===== config.mk =====
export PLATFORM = sky130hd
export DESIGN_NAME = pri_enc_reg
export DESIGN_NICKNAME = d
export VERILOG_FILES = /design/src/rtl/pri_enc_reg.sv
export SDC_FILE = /design/constraint.sdc
export NUM_CORES = 1
export LEC_CHECK = 0
export CELL_PAD_IN_SITES_DETAIL_PLACEMENT = 2
export CELL_PAD_IN_SITES_GLOBAL_PLACEMENT = 2
export CORE_MARGIN = 2
export CORE_UTILIZATION = 28
export DETAILED_ROUTE_END_ITERATION = 7
export HOLD_SLACK_MARGIN = 0.03
export PLACE_DENSITY_LB_ADDON = 0.2
export SLEW_MARGIN = 20
export SYNTH_ARGS = -nofsm -noshare
export SYNTH_HDL_FRONTEND = slang
export SYNTH_SLANG_ARGS = --single-unit

===== constraint.sdc =====
create_clock -name clk -period 2.8 [get_ports clk]
set_input_delay 0.42 -clock clk [delete_from_list [all_inputs] [get_ports clk]]
set_output_delay 0.42 -clock clk [all_outputs]
set_load 0.01 [all_outputs]

===== src/rtl/pri_enc_reg.sv =====
// 4-bit priority encoder behind a one-entry valid/ready register stage.
// Flags multi-hot and all-zero words and keeps a saturating count of them.
module pri_enc_reg #(
  parameter int CNT_W = 8
) (
  input  logic             clk,
  input  logic             rst,
  input  logic [3:0]       i,
  input  logic             in_valid,
  output logic             in_ready,
  output logic [1:0]       y,
  output logic             out_valid,
  input  logic             out_ready,
  output logic             err,
  output logic             zero,
  output logic [CNT_W-1:0] err_cnt
);

  typedef enum logic {
    EMPTY = 1'b0,
    FULL  = 1'b1
  } state_t;

  state_t           r_state;
  state_t           w_state_nxt;
  logic [1:0]       r_y;
  logic             r_err;
  logic             r_zero;
  logic [CNT_W-1:0] r_cnt;

  logic             w_in_xfer;
  logic             w_load;
  logic [1:0]       w_y;
  logic             w_err;
  logic             w_zero;

  assign out_valid = (r_state == FULL);
  assign in_ready  = !out_valid || out_ready;
  assign w_in_xfer = in_valid && in_ready;

  always_comb begin
    w_y    = 2'b00;
    w_err  = 1'b0;
    w_zero = 1'b0;
    casez (i)
      4'b1???: w_y = 2'b11;
      4'b01??: w_y = 2'b10;
      4'b001?: w_y = 2'b01;
      default: w_y = 2'b00;
    endcase
    w_zero = (i == 4'b0000);
    // Two or more bits set: clearing the lowest set bit leaves something.
    w_err  = ((i & (i - 4'd1)) != 4'b0000);
  end

  always_comb begin
    w_state_nxt = r_state;
    w_load      = 1'b0;
    unique case (r_state)
      EMPTY: begin
        if (w_in_xfer) begin
          w_load      = 1'b1;
          w_state_nxt = FULL;
        end
      end
      FULL: begin
        if (out_ready) begin
          if (w_in_xfer) begin
            w_load      = 1'b1;
            w_state_nxt = FULL;
          end else begin
            w_state_nxt = EMPTY;
          end
        end
      end
      default: w_state_nxt = EMPTY;
    endcase
  end

  always_ff @(posedge clk or posedge rst) begin
    if (rst) begin
      r_state <= EMPTY;
    end else begin
      r_state <= w_state_nxt;
    end
  end

  always_ff @(posedge clk or posedge rst) begin
    if (rst) begin
      r_y    <= 2'b00;
      r_err  <= 1'b0;
      r_zero <= 1'b0;
      r_cnt  <= '0;
    end else if (w_load) begin
      r_y    <= w_y;
      r_err  <= w_err;
      r_zero <= w_zero;
      if ((w_err || w_zero) && (r_cnt != '1)) begin
        r_cnt <= r_cnt + 1'b1;
      end
    end
  end

  assign y       = r_y;
  assign err     = r_err;
  assign zero    = r_zero;
  assign err_cnt = r_cnt;

endmodule


Yosys cells after proc, flatten, opt, wreduce, memory -nomap -nowiden
Index checks and enable logic that the tools add are counted.

word-level totals
  word-level logic and storage cells = 26
  register bits = 13
  output and inout port bits = 14
  input port bits = 8

operators by class
  reduce and logical (&&, ||, !) cells = 8
  eq/ne operators = 3
  bitwise logic cells = 2
  $add $sub $neg = 2
  muxes and demuxes = 6

operators by type and width
  kind                                                                    count
  8-bit by 1-bit adder with 8-bit output (second input constant)          1
  8-bit inequality test (second input constant)                           1
  2-bit one-hot mux with 3 select lines                                   1
  4-bit bitwise AND                                                       1
  4-bit zero test                                                         1
  1-bit one-hot mux with 2 select lines                                   2
  4-bit nonzero test                                                      1
  4-bit by 1-bit subtractor with 4-bit output (second input constant)     1
  3-bit by 1-bit equality test with 1-bit output (second input constant)  1
  1-bit two-way mux                                                       3
  2-bit by 1-bit equality test with 1-bit output (second input constant)  1
  1-bit logical AND                                                       2
  1-bit logical OR                                                        2
  2-bit AND reduction                                                     1
  1-bit zero test                                                         1
  1-bit inverter                                                          1

Longest topological paths before layout
Gate-level depths: netlist (run 1).

  depth in word-level cells = 7
  gate-level depth with buffers = 5
  mapped depth without buffers = 5

Worst setup path before layout (run 1)
No wires, ideal clock.

  kind = register to register
  start point = register r_cnt[0] (netlist: err_cnt[0])
  end point = register r_cnt[1] (netlist: err_cnt[1])
  buffers on the path = 0
  slack = 1,272 ps
  cell stages (with the launch flop) = 6
  clock period less this slack = 1,528 ps
  library setup time = 128 ps
  arrival time = 1,400 ps
  data required time = 2,672 ps
  cells stage by stage = dfrtp_1 > ha_1 > nand3_1 > o211ai_4 > nor2_2 > mux2_1

between the ends
  word-level cells in the longest chain between the ends = 3
  elaborated cells between the ends (all ways) = 4
  those cells by class = 1 x add/sub; 1 x eq/ne; 2 x reduce/logical

ends and longest elaborated chain
  element                                                                                         RTL line  RTL
  from (decl)                                                                                     29        logic [CNT_W-1:0] r_cnt;
  from (signal assigned)                                                                          99        r_cnt <= r_cnt + 1'b1;
  parallel branches: the longest is 3 deep, another holds 8-bit by 1-bit adder with 8-bit output  --

Several ways; the timed one is not identified.
A chain may end at the register's enable or synchronous reset.

Final worst setup path (run 1)
  start point = input port out_ready
  end point = output port in_ready

between the ends
  word-level cells in the longest chain between the ends = 1

ends and longest elaborated chain
  element           RTL line  RTL
  from (decl)       13        input logic out_ready,
  1-bit logical OR  38        assign in_ready = !out_valid || out_ready;
  to (decl)         10        output logic in_ready,

No other way between the ends.

==> results of run 1 <==
-- kinds of logic (layout without fill, tap and decap cells) --
logic type / Yosys count / in the layout / synth area share [%]
flops: 13 / 13 / 48.3
buf+inv: 4 / 29 / 2.23
compound gates: 9 / 9 / 11.3
mux: 1 / 1 / 1.67
fa+ha+maj: 1 / 1 / 1.86
xor+xnor: 9 / 9 / 11.7
simple gates: 26 / 26 / 22.9
-- sequential cells by signal, summed over array words and instances (netlist names) --
signal,flops
zero,1
y,2
err_cnt,8
err,1
out_valid,1
-- cell usage in the layout (no fill, tap or decap) --
master / instances
o21ai_0: 4
xor2_1: 8
or2_0: 1
nand3_1: 4
clkbuf_4: 3
nor2_2: 1
nor4_2: 3
nand2b_1: 2
nor3_1: 3
nand4_2: 1
a22o_4: 1
mux2_1: 1
clkinv_2: 1
clkdlybuf4s50_1: 21
o31ai_1: 1
inv_1: 4
xnor2_1: 1
or3_1: 1
o211ai_4: 1
nand2_1: 6
dfrtp_1: 13
a21oi_1: 2
nor2_1: 4
ha_1: 1
-- worst max path at each step --
stage / start / endpoint / cells past startpoint
floorplan: err_cnt[0]$_DFFE_PP0P_ / err_cnt[1]$_DFFE_PP0P_ / 5
global placement: out_ready / in_ready / 3
global route: out_ready / in_ready / 3
CTS: out_ready / in_ready / 3
detailed placement: out_ready / in_ready / 3
finish: out_ready / in_ready / 3
-- area by class of cell --
cell class	count	share of cell area (%)
well taps	28	3.70
inverters	4	1.59
repair buffers	21	22.2
flip-flops and latches	13	34.4
clock buffers	3	2.38
multi-input cells	46	35.2
clock inverters	1	0.529
-- metal layers --
metal	share of wire, %	GRT usage [%]
met1	43	16.3
met2	54	24.0
met3	2.6	2.82
met4	0	6.41
met5	0	0
-- power by group through the flow --
stage	clock [W]	sequential, W	combinational, W
2_1_floorplan	0	0.000318	0.0000910
3_3_place_gp	0	0.000303	0.000246
3_5_place_dp	0	0.000309	0.000252
4_1_cts	0.000132	0.000305	0.000255
5_1_grt	0.000136	0.000313	0.000272
6_report	0.000124	0.000303	0.000248
-- per-stage QoR --
step                      total power [W]  instances  setup slack [ns]  utilization (%)  cell area [sq um]
after floorplan                  0.000409         63              1.27                -                673
after global placement           0.000549        112             0.745             41.1                918
after detailed placement         0.000561        112             0.714             41.1                918
after CTS                        0.000692        116             0.710             42.4                946
after global routing             0.000721        116             0.676             42.4                946
final                            0.000675        116             0.721             42.4                946
==> results by group, run 1 <==
Pwr
  • Sequential share of power: 44.9%
  • Cell area power density: 714 nW/um^2
  • Internal: 0.000426 W
  • Gate power share: 36.7%
  • Switch share: 36.9%
  • VDD IR max: 0.444 mV
  • Clock power share: 18.4%
  • Sw Pwr: 0.000249 W
  • LEAKAGE: 0.427 nW

Yosys
  • Main area contributors after synthesis: dfrtp_1 48%, xor2_1 10%, nor4_2 5.6%, nand2_1 3.3%, o211ai_4 3.2%
  • Syn Nets: 72
  • Cell with the most instances after synthesis: dfrtp_1
  • Flops & latches, synth: 13
  • EDFF count, synth: 0
  • Synth Instances: 63
  • Seq/Total Area, Yosys: 48.3%
  • Syn. warnings: 0
  • Synthesized area: 673 sq um
  • Ys async rst share: 100%
  • Ys flop type: dfrtp_1
  • Cell taking the most area after synthesis: dfrtp_1
  • Distinct cells, synth: 21
  • Top cell type's share of synthesized area: 48.3%
  • Average footprint of a synthesized cell: 10.7 sq um
  • Post-synth top cells: 13 x dfrtp_1, 8 x xor2_1, 6 x nand2_1

Route
  • Vias per cell: 4.71
  • 1st-pass router iterations: 2
  • Violation count after the first detailed-routing iteration: 1
  • ANT nets after route: 0
  • DRC Markers: 0
  • Final WL: 1.65 mm
  • Total number of vias: 546
  • Routed len/inst: 14.2 microns

Global route
  • Global route overflow: 0
  • Pin count of the biggest net entering global routing: 14
  • First-pass GRT wire length: 2.77 mm
  • All-Layer GR Usage: 13.9%
  • Vias in the first global route: 595
  • Initial antenna violation count: 0

Setup path
  • Register-to-Register Path Depth: 5
  • Crit path top cell by count: clkdlybuf4s50_1
  • Worst setup SP type: input port
  • Slowest CP cell: clkdlybuf4s50_1
  • Capturing point of the worst reg2reg path: err_cnt[1]$_DFFE_PP0P_
  • R2r startpoint: err_cnt[0]$_DFFE_PP0P_
  • Worst Path Arrival: 1.66 ns
  • Critical path buffers and inverters: 2
  • Worst-path maximum fanout: 4
  • Top delay family on crit path: buffers and inverters
  • CP Capture Type: output port
  • Worst EP required: 2.38 ns
  • R2R setup slack: 1.15 ns
  • Crit path cell chain: clkdlybuf4s50_1 -> nand2b_1 -> clkdlybuf4s50_1
  • CP Class: in2out
  • Max incr delay on CP: 0.57 ns

STA
  • Worst-Margin Slew: 0.495 ns
  • Slew headroom: 66.9%
  • Period minus WS final: 2.08 ns
  • Final Max Slew Viols: 0
  • Final setup fails: 0
  • Final period util: 74.2%
  • Max Freq: 481 MHz
  • Worst clock skew: 0.00706 ns
  • Hold_ws: 0.446 ns
  • RSZ-0062 raised after global routing: false
  • Setup_tns: 0 ns
  • Final Hold Viols: 0

Final layout
  • Register area: 325 sq um
  • Layout cell share with drive strength beyond 1: 12.5%
  • Layout fillers: 257
  • Antenna cells: 0
  • Area growth from synthesis to layout: 40.5%
  • Final #Nets: 98
  • Multi-input gate area: 333 sq um

Die
  • Starting density of the core: 30.1%
  • Horiz. Die Dim: 53.0 microns
  • Die Area: 2810 sq um
  • Core area: 2230 sq um
  • Chip height: 53.0 microns
  • I/O Pins: 22
  • Row count: 17

Clock network
  • CTS tree: yes
  • H-tree levels: 1
  • CTS Buf Count: 3
  • Post-CTS resize count: 0
  • Clock Latency Late Sink: 0.29 ns
  • Clk slew on worst S/H paths: 0.09 ns
  • CTS max path bufs: 2
  • Clock Sinks: 13
  • CTS Hold Bufs: 0
  • Root Buffer: clkbuf_4
  • Setup Fix Bufs, Post-CTS: 0

Run status
  • Status: complete, no violations

Place
  • GP Congestion: 0.724
  • Hpwl dp: 1.26 mm
  • PortBufs: 21

Min path
  • Hold Crit Class: in2async

Run
  • Max Cap Violations: 0
(Power assumes the default switching activity.)
==> inputs of run 2 (changes only) <==
- CORE_UTILIZATION: 28 -> 24
- clock period: 2.8 -> 1.7 ns (I/O delays scaled with it)
==> run 2 against run 1 <==
Via count rose by 12%. Power rose by 78%. Die area up 15%. Critical path depth did not move. Critical endpoint unchanged. Non-clock buffer count increased by 12. Design area rose by 10%. Clock power grew 55%. Highest routed layer is now met4. Flip-flop and latch count unchanged. Clock skew down 0.0055 ns.
==> results by group, run 2 (synthesized netlist as in run 1, its figures left out) <==
Die
  • Row count: 19
  • Chip height: 57.0 microns
  • I/O Pins: 22
  • Starting density of the core: 24.8%
  • Horiz. Die Dim: 57.0 microns
  • Core area: 2710 sq um
  • Die Area: 3240 sq um

Route
  • Routed len/inst: 13.7 microns
  • ANT nets after route: 0
  • Vias per cell: 4.69
  • DRC Markers: 0
  • Total number of vias: 614
  • 1st-pass router iterations: 1
  • Violation count after the first detailed-routing iteration: 0
  • Final WL: 1.79 mm

STA
  • Final period util: 95.6%
  • Final setup fails: 0
  • Worst-Margin Slew: 0.515 ns
  • RSZ-0062 raised after global routing: false
  • Period minus WS final: 1.63 ns
  • Final Hold Viols: 0
  • Final Max Slew Viols: 0
  • Worst clock skew: 0.00161 ns
  • Setup_tns: 0 ns
  • Max Freq: 615 MHz
  • Slew headroom: 65.6%

Pwr
  • Gate power share: 45.4%
  • Sequential share of power: 38.6%
  • Internal: 0.000785 W
  • VDD IR max: 0.586 mV
  • Sw Pwr: 0.000416 W
  • Switch share: 34.6%
  • LEAKAGE: 0.480 nW
  • Clock power share: 16.0%
  • Cell area power density: 1150 nW/um^2

Setup path
  • Critical Path End: in_ready
  • Worst EP required: 1.44 ns
  • CP Class: in2out
  • CP Capture Type: output port
  • Stages on the worst setup path: 3
  • Crit path top cell by count: clkdlybuf4s50_1
  • Max incr delay on CP: 0.54 ns
  • Top delay family on crit path: buffers and inverters
  • Capturing point of the worst reg2reg path: err_cnt[1]$_DFFE_PP0P_
  • Critical path buffers and inverters: 2
  • Slowest CP cell: clkdlybuf4s50_1
  • R2R setup slack: 0.16 ns
  • Worst-path maximum fanout: 2
  • Worst setup SP type: input port
  • Worst Path Arrival: 1.37 ns
  • Setup crit start: out_ready
  • Register-to-Register Path Depth: 5
  • R2r startpoint: err_cnt[0]$_DFFE_PP0P_
  • Crit path cell chain: clkdlybuf4s50_1 -> nand2b_1 -> clkdlybuf4s50_1

Final layout
  • Layout fillers: 310
  • Final #Nets: 110
  • Number of flip-flops in the largest register: 8
  • Commonest non-fill, non-tap cell in the layout: clkdlybuf4s50_1
  • Antenna cells: 0
  • Area growth from synthesis to layout: 54.6%
  • Final core utilization: 38.4%
  • Layout cell share with drive strength beyond 1: 23.0%
  • Most frequent cells in the layout: 21 x clkdlybuf4s50_1, 13 x dfrtp_1, 12 x buf_4

Clock network
  • CTS Buf Count: 3
  • CTS tree: yes
  • Clock Latency Late Sink: 0.27 ns
  • H-tree levels: 1
  • Clk slew on worst S/H paths: 0.08 ns
  • CTS max path bufs: 2
  • Root Buffer: clkbuf_4
  • Clock Sinks: 13

Global route
  • Vias in the first global route: 689
  • Met2 usage: 20.9%
  • All-Layer GR Usage: 12.7%
  • Met1 usage in global routing: 16.0%
  • Global route overflow: 0
  • Pin count of the biggest net entering global routing: 14
  • Met3 track utilization from global routing: 2.72%
  • Initial antenna violation count: 0
  • First-pass GRT wire length: 3.15 mm
  • Most Used Layer, Global Route: met2

Run
  • Max Cap Violations: 0

Place
  • GP Congestion: 0.718
  • PortBufs: 21

Run status
  • Status: complete, no violations

Min path
  • Hold Crit Class: in2async
run 2: cell count changes in the layout (fill, tap and decap cells not counted):
cell,previous run,this run
buf_4,0,12
clkbuf_1,0,1
clkinv_2,1,0
ha_1,1,0
ha_2,0,1
run 2: power by group through the flow:
stage          Combinational, W  Sequential [W]  Clock (W)
6_report               0.000545        0.000463   0.000192
5_1_grt                0.000603        0.000477   0.000231
4_1_cts                0.000501        0.000473   0.000205
3_5_place_dp           0.000497        0.000477          0
3_3_place_gp           0.000482        0.000474          0
2_1_floorplan          0.000150        0.000524          0
run 2: layout make-up:
cell class / count / area [sq um] / area share (%)
clock buffer: 4 / 26.3 / 2.52
inverter: 4 / 15.0 / 1.44
multi-input combinational: 46 / 335 / 32.2
sequential: 13 / 325 / 31.2
tap: 31 / 38.8 / 3.73
timing repair buffer: 33 / 300 / 28.8
run 2: how the worst min path moves through the flow:
stage                                start          endpoint  slack, ns  depth (start not counted)
after CTS                              rst   err$_DFFE_PP0P_       0.33                          2
final                                  rst  y[1]$_DFFE_PP0P_       0.31                          2
after floorplan                        rst   err$_DFFE_PP0P_       0.13                          1
after global routing                   rst  y[1]$_DFFE_PP0P_       0.38                          2
after global placement    y[1]$_DFFE_PP0P_  y[1]$_DFFE_PP0P_       0.46                          2
after detailed placement  zero$_DFFE_PP0P_  zero$_DFFE_PP0P_       0.49                          2
run 2: timing repair:
action / CTS / global route
endpoints found under the setup margin: 0 / 2
buffers inserted: 0 / 5
resized for setup: 0 / 1
hold buffers: 0 / 0
run 2: per-layer routing:
metal	vias up	routed length [microns]
li1	292	-
met1	308	771
met2	12	951
met3	2	54
met4	0	14
met5	-	0
run 2: through the flow:
step	std cells	setup WS, ns	total power, W	hold WS, ns	instance area, sq um
final	131	0.0740	0.00120	0.311	1040
after global routing	131	0.0268	0.00131	0.380	1040
after CTS	126	0.0358	0.00118	0.332	1000
after detailed placement	122	-0.142	0.000974	0.488	975
after global placement	122	-0.101	0.000956	0.461	975
after floorplan	63	0.172	0.000674	0.132	673
run 2: worst register-to-register path, delay by kind of cell, from the launching register on:
family | cells | cell delay, ns
AOI/OAI and AO/OA | 1 | 0.31
adders and majority gates | 1 | 0.21
DFF | 1 | 0.36
muxes | 1 | 0.32
and+or+nand+nor | 2 | 0.22
